==> config.mk <==
export PLATFORM = sky130hd
export DESIGN_NAME = fanout_broadcast_fifo_flat
export DESIGN_NICKNAME = d
export VERILOG_FILES = /design/src/rtl/fanout_broadcast_fifo_if.sv /design/src/rtl/fanout_broadcast_fifo.sv /design/src/flat_wrapper.sv
export SDC_FILE = /design/constraint.sdc
export NUM_CORES = 1
export LEC_CHECK = 0
export CAP_MARGIN = 15
export CORE_MARGIN = 3
export CORE_UTILIZATION = 60
export CTS_CLUSTER_SIZE = 10
export DETAILED_ROUTE_END_ITERATION = 16
export DONT_BUFFER_PORTS = 1
export PLACE_DENSITY = 0.78
export SLEW_MARGIN = 5
export SYNTH_ARGS = -nofsm -noshare
export SYNTH_HDL_FRONTEND = slang
export SYNTH_SLANG_ARGS = --single-unit
==> constraint.sdc <==
create_clock -name clk -period 4.55 [get_ports clk]
set_input_delay 0.6825 -clock clk [delete_from_list [all_inputs] [get_ports clk]]
set_output_delay 0.6825 -clock clk [all_outputs]
set_load 0.005 [all_outputs]
==> src/rtl/fanout_broadcast_fifo_if.sv <==
// Bundle of the upstream stream, destination config/handshake and the
// broadcast outputs of one fanout track.
interface fanout_broadcast_fifo_if #(
  parameter int NUM_DEST   = 7,
  parameter int DATA_WIDTH = 16,
  parameter int DEPTH      = 2
);
  logic                    flush;
  logic [DATA_WIDTH-1:0]   in_data;
  logic                    in_valid;
  logic                    in_ready;
  logic [NUM_DEST-1:0]     dest_en;
  logic [NUM_DEST-1:0]     dest_sel;
  logic [NUM_DEST-1:0]     dest_ready;
  logic [DATA_WIDTH-1:0]   out_data;
  logic [NUM_DEST-1:0]     out_valid;
  logic [$clog2(DEPTH):0]  occupancy;

  modport master (
    output flush, in_data, in_valid, dest_en, dest_sel, dest_ready,
    input  in_ready, out_data, out_valid, occupancy
  );

  modport slave (
    input  flush, in_data, in_valid, dest_en, dest_sel, dest_ready,
    output in_ready, out_data, out_valid, occupancy
  );
endinterface

==> src/rtl/fanout_broadcast_fifo.sv <==
// Registered eager-fork stage: a small FIFO whose head word is broadcast to
// every active destination, retiring once each of them has taken it.
module fanout_broadcast_fifo #(
  parameter int NUM_DEST   = 7,
  parameter int DATA_WIDTH = 16,
  parameter int DEPTH      = 2
) (
  input  logic                   clk,
  input  logic                   rst_n,
  fanout_broadcast_fifo_if.slave bus
);
  localparam int AW = (DEPTH > 1) ? $clog2(DEPTH) : 1;
  localparam int CW = $clog2(DEPTH) + 1;
  localparam logic [CW-1:0] DEPTH_C = CW'(DEPTH);

  logic [DATA_WIDTH-1:0] mem_r [DEPTH];
  logic [AW-1:0]         wr_ptr_r;
  logic [AW-1:0]         rd_ptr_r;
  logic [CW-1:0]         count_r;
  logic [NUM_DEST-1:0]   done_r;

  logic [NUM_DEST-1:0]   active_s;
  logic [NUM_DEST-1:0]   out_valid_s;
  logic [NUM_DEST-1:0]   take_s;
  logic                  nonempty_s;
  logic                  in_ready_s;
  logic                  push_s;
  logic                  retire_s;

  // Handshake decode; in_ready looks only at registered state, flush and reset
  always_comb begin
    active_s    = bus.dest_en & bus.dest_sel;
    nonempty_s  = (count_r != {CW{1'b0}});
    in_ready_s  = rst_n & (count_r < DEPTH_C) & ~bus.flush;
    push_s      = bus.in_valid & in_ready_s;
    out_valid_s = {NUM_DEST{nonempty_s}} & active_s & ~done_r;
    take_s      = out_valid_s & bus.dest_ready;
    // Inactive destinations count as satisfied, so an all-off track sinks words
    retire_s    = nonempty_s & (&(~active_s | done_r | take_s));
  end

  assign bus.in_ready  = in_ready_s;
  assign bus.out_valid = out_valid_s;
  assign bus.out_data  = mem_r[rd_ptr_r];
  assign bus.occupancy = count_r;

  // Payload storage, cleared on reset so the shared head output is never X
  always_ff @(posedge clk or negedge rst_n) begin
    if (!rst_n) begin
      for (int i = 0; i < DEPTH; i++) begin
        mem_r[i] <= {DATA_WIDTH{1'b0}};
      end
    end else if (push_s) begin
      mem_r[wr_ptr_r] <= bus.in_data;
    end
  end

  // Pointers, occupancy and per-destination acceptance tracking
  always_ff @(posedge clk or negedge rst_n) begin
    if (!rst_n) begin
      wr_ptr_r <= {AW{1'b0}};
      rd_ptr_r <= {AW{1'b0}};
      count_r  <= {CW{1'b0}};
      done_r   <= {NUM_DEST{1'b0}};
    end else if (bus.flush) begin
      wr_ptr_r <= {AW{1'b0}};
      rd_ptr_r <= {AW{1'b0}};
      count_r  <= {CW{1'b0}};
      done_r   <= {NUM_DEST{1'b0}};
    end else begin
      if (push_s) begin
        wr_ptr_r <= wr_ptr_r + AW'(1);
      end
      if (retire_s) begin
        rd_ptr_r <= rd_ptr_r + AW'(1);
        done_r   <= {NUM_DEST{1'b0}};
      end else begin
        done_r   <= done_r | take_s;
      end
      count_r <= count_r + CW'(push_s) - CW'(retire_s);
    end
  end
endmodule

==> src/flat_wrapper.sv <==
// flat-port wrapper written by rule: the top's interface ports become plain ports
module fanout_broadcast_fifo_flat 
#(
  parameter int NUM_DEST   = 7,
  parameter int DATA_WIDTH = 16,
  parameter int DEPTH      = 2
)
  (clk, rst_n, bus_flush, bus_in_data, bus_in_valid, bus_dest_en, bus_dest_sel, bus_dest_ready, bus_in_ready, bus_out_data, bus_out_valid, bus_occupancy);
  fanout_broadcast_fifo_if #(.NUM_DEST(NUM_DEST), .DATA_WIDTH(DATA_WIDTH), .DEPTH(DEPTH)) bus_i ();
  input  logic clk;
  input  logic rst_n;
  input wire logic [$bits(bus_i.flush)-1:0] bus_flush;
  input wire logic [$bits(bus_i.in_data)-1:0] bus_in_data;
  input wire logic [$bits(bus_i.in_valid)-1:0] bus_in_valid;
  input wire logic [$bits(bus_i.dest_en)-1:0] bus_dest_en;
  input wire logic [$bits(bus_i.dest_sel)-1:0] bus_dest_sel;
  input wire logic [$bits(bus_i.dest_ready)-1:0] bus_dest_ready;
  output wire logic [$bits(bus_i.in_ready)-1:0] bus_in_ready;
  output wire logic [$bits(bus_i.out_data)-1:0] bus_out_data;
  output wire logic [$bits(bus_i.out_valid)-1:0] bus_out_valid;
  output wire logic [$bits(bus_i.occupancy)-1:0] bus_occupancy;
  assign bus_i.flush = bus_flush;
  assign bus_i.in_data = bus_in_data;
  assign bus_i.in_valid = bus_in_valid;
  assign bus_i.dest_en = bus_dest_en;
  assign bus_i.dest_sel = bus_dest_sel;
  assign bus_i.dest_ready = bus_dest_ready;
  assign bus_in_ready = bus_i.in_ready;
  assign bus_out_data = bus_i.out_data;
  assign bus_out_valid = bus_i.out_valid;
  assign bus_occupancy = bus_i.occupancy;
  fanout_broadcast_fifo #(.NUM_DEST(NUM_DEST), .DATA_WIDTH(DATA_WIDTH), .DEPTH(DEPTH)) u_core (.clk(clk), .rst_n(rst_n), .bus(bus_i));
endmodule
==> metrics.yaml <==
cells_and_area:
  layout.nets: 208
  stdcell_count: 209
  syn2layout_area_growth_pct: 5.81
  diodes: 0
  drive_above_1_share: 0.388
setup_path:
  crit_fanout: 14
  r2r-end: "u_core.bus.occupancy[0]"
  end_kind: "flip-flop"
  endpoint: "u_core.bus.occupancy[0]"
  reg2regPathDepth: 8
  worstPathArrival_ns: 2.56
  r2r_start: "u_core.bus.occupancy[1]"
  crit_start: "u_core.bus.occupancy[1]"
  regToRegSetupSlack_ns: 2.23
  critical_path_class: "reg2reg"
  start_kind: "flip-flop"
  critPathRequiredTime_ns: 4.79
synthesis:
  synth_top_area_share: 0.526
  syn_inst: 161
  syn_area_um2: 2040
  synth.most_common_cell: "mux2_2"
  ys_warn_count: 0
  async_reset_ff_frac: 1.00
  yosysSeqAreaShare: 0.526
  synth_top_cells_by_count: "mux2_2, dfrtp_1, nor2_1, nor3_1, nand2_1"
  synth_ff_type: "dfrtp_1"
  yosys-top-cells-area: "dfrtp_1, mux2_2, nor2_1"
  syn_nets: 204
  synth_edf_count: 0
  synth.distinct_cells: 26
  synth-seq-cells: 43
  synth_top_area_cell: "dfrtp_1"
  synth.avg_cell_area_um2: 12.7
sta:
  setup_slack_ns: 2.23
  layout_min_cycle_time_ns: 2.32
  rsz0062_at_grt: "no"
  finalHoldViolCount: 0
  setup_viol: 0
  clock.fmax_ghz: 0.431
  setup-tns-final_ns: 0
  min_period_over_period: 0.510
  skew_ns: 0.0101
  slew_viol_final: 0
  slew_headroom: 0.471
  worst_pin_slew_ns: 0.791
die:
  dieHeight_um: 64.4
  num_rows: 20
  die_w_um: 64.4
  die_area_um2: 4140
  core_area_um2: 3150
  io_pins: 67
  initial_core_util: 0.648
drt:
  routedWlPerCell_um: 18.6
  drc: 0
  drt-pass1-iter-count: 4
  vias_per_cell: 5.93
  drt_iter0_drc: 70
  postRouteAntennaNets: 0
  routed_wl_um: 3880
  vias: 1239
placed_design:
  pre_cts_slack_ns: 2.05
  port_buffers: 0
  gp_congestion: 0.696
  dpl.cell_count: 201
  hpwlAfterDp_um: 2860
worst_hold_path:
  min_path_type: "in2async"
clock_tree:
  holdBufCountCts: 0
  clock_latency_ns: 0.33
  cts_buffers: 5
  cts_buffer_depth: 2
  cts_resized: 0
  clk_pin_slew_worst_paths_ns: 0.12
  cts_max_level: 2
  cts.sinks: 43
  cts_tree: "yes"
  cts-root-buf: "clkbuf_4"
  cts_setup_buffers: 0
global_routing:
  grt.total_usage: 0.205
  antenna_found_initial: 0
  grt_max_degree: 45
  overflow: 0
  grt_pass1_wl_um: 6420
  first_global_vias: 1405
pwr:
  p_per_area_nw_per_um2: 586
  peakVddDrop_v: 0.000324
  leakage_nw: 0.947
status:
  status: "finished, final reports clean"
run:
  drv_cap: 0
-- critical path, stage by stage, from the launching register on --
cell and delay, ns:
dfrtp_1 0.45, nor2_1 0.06, buf_4 0.18, or4_4 0.53, nor4_4 0.32, ha_1 0.27, inv_1 0.06, ha_1 0.22
nor2b_1 0.13
-- state kept, by name, indices dropped and copies added (netlist names) --
| name | flops |
|---|---|
| u_core.mem_r | 32 |
| u_core.done_r | 7 |
| u_core.wr_ptr_r | 1 |
| u_core.rd_ptr_r | 1 |
| u_core.bus.occupancy | 2 |
-- worst min path at each step --
stage,start,endpoint,slack [ns]
global route,rst_n,u_core.mem_r[4],0.13
global placement,rst_n,u_core.mem_r[2],0.39
detailed placement,rst_n,u_core.mem_r[1],0.39
floorplan,rst_n,u_core.bus.occupancy[0],0.39
finish,rst_n,u_core.mem_r[17],0.17
CTS,rst_n,u_core.mem_r[17],0.0009
-- per-layer routing --
metal	up-vias	global-route usage	share of wire
li1	573	-	-
met1	609	0.219	0.38
met2	46	0.351	0.53
met3	11	0.0949	0.074
met4	0	0.0818	0.022
met5	-	0	0
-- kinds of logic after synthesis --
logic type | after synthesis | synth area share
AOI/OAI and AO/OA | 9 | 0.0349
xor gates and xnor gates | 2 | 0.00857
muxes | 49 | 0.270
and+or+nand+nor | 46 | 0.124
buffers and inverters | 10 | 0.0245
adders and majority gates | 2 | 0.0122
DFF | 43 | 0.526
-- stage by stage --
stage | area (um2) | utilization | total power [mW] | hold WS (ns)
2_1_floorplan | 2040 | - | 0.985 | 0.387
3_3_place_gp | 2080 | 0.660 | 1.05 | 0.388
3_5_place_dp | 2080 | 0.660 | 1.09 | 0.388
4_1_cts | 2140 | 0.677 | 1.27 | 0.000883
5_1_grt | 2160 | 0.686 | 1.36 | 0.129
6_report | 2160 | 0.686 | 1.27 | 0.169
-- power breakdown --
part	internal, mW	total, mW	switching, mW	leakage, nW
logic	0.258	0.451	0.193	0.371
registers	0.528	0.632	0.104	0.542
clock network	0.0718	0.184	0.112	0.0341
-- final cells by class --
class,count,area [um2]
Clock buffer,6,51.3
Clock inverter,1,5.00
Fill cell,240,990
Inverter,4,15.0
Multi-Input combinational cell,108,918
Sequential cell,43,1080
Tap cell,44,55.1
Timing Repair Buffer,3,42.5
-- layout by cell type (no fill, tap or decap), types with 2 or more instances in the layout --
cell type / instances
nor2b_1: 3
a21oi_1: 7
clkbuf_4: 5
inv_1: 4
nand2_1: 8
ha_1: 2
buf_4: 2
nor3b_1: 2
mux2_2: 48
or2_2: 2
dfrtp_1: 43
nor3_1: 9
nor4bb_1: 3
nor2_1: 15
No activity file was read; power rests on OpenSTA's default activity.
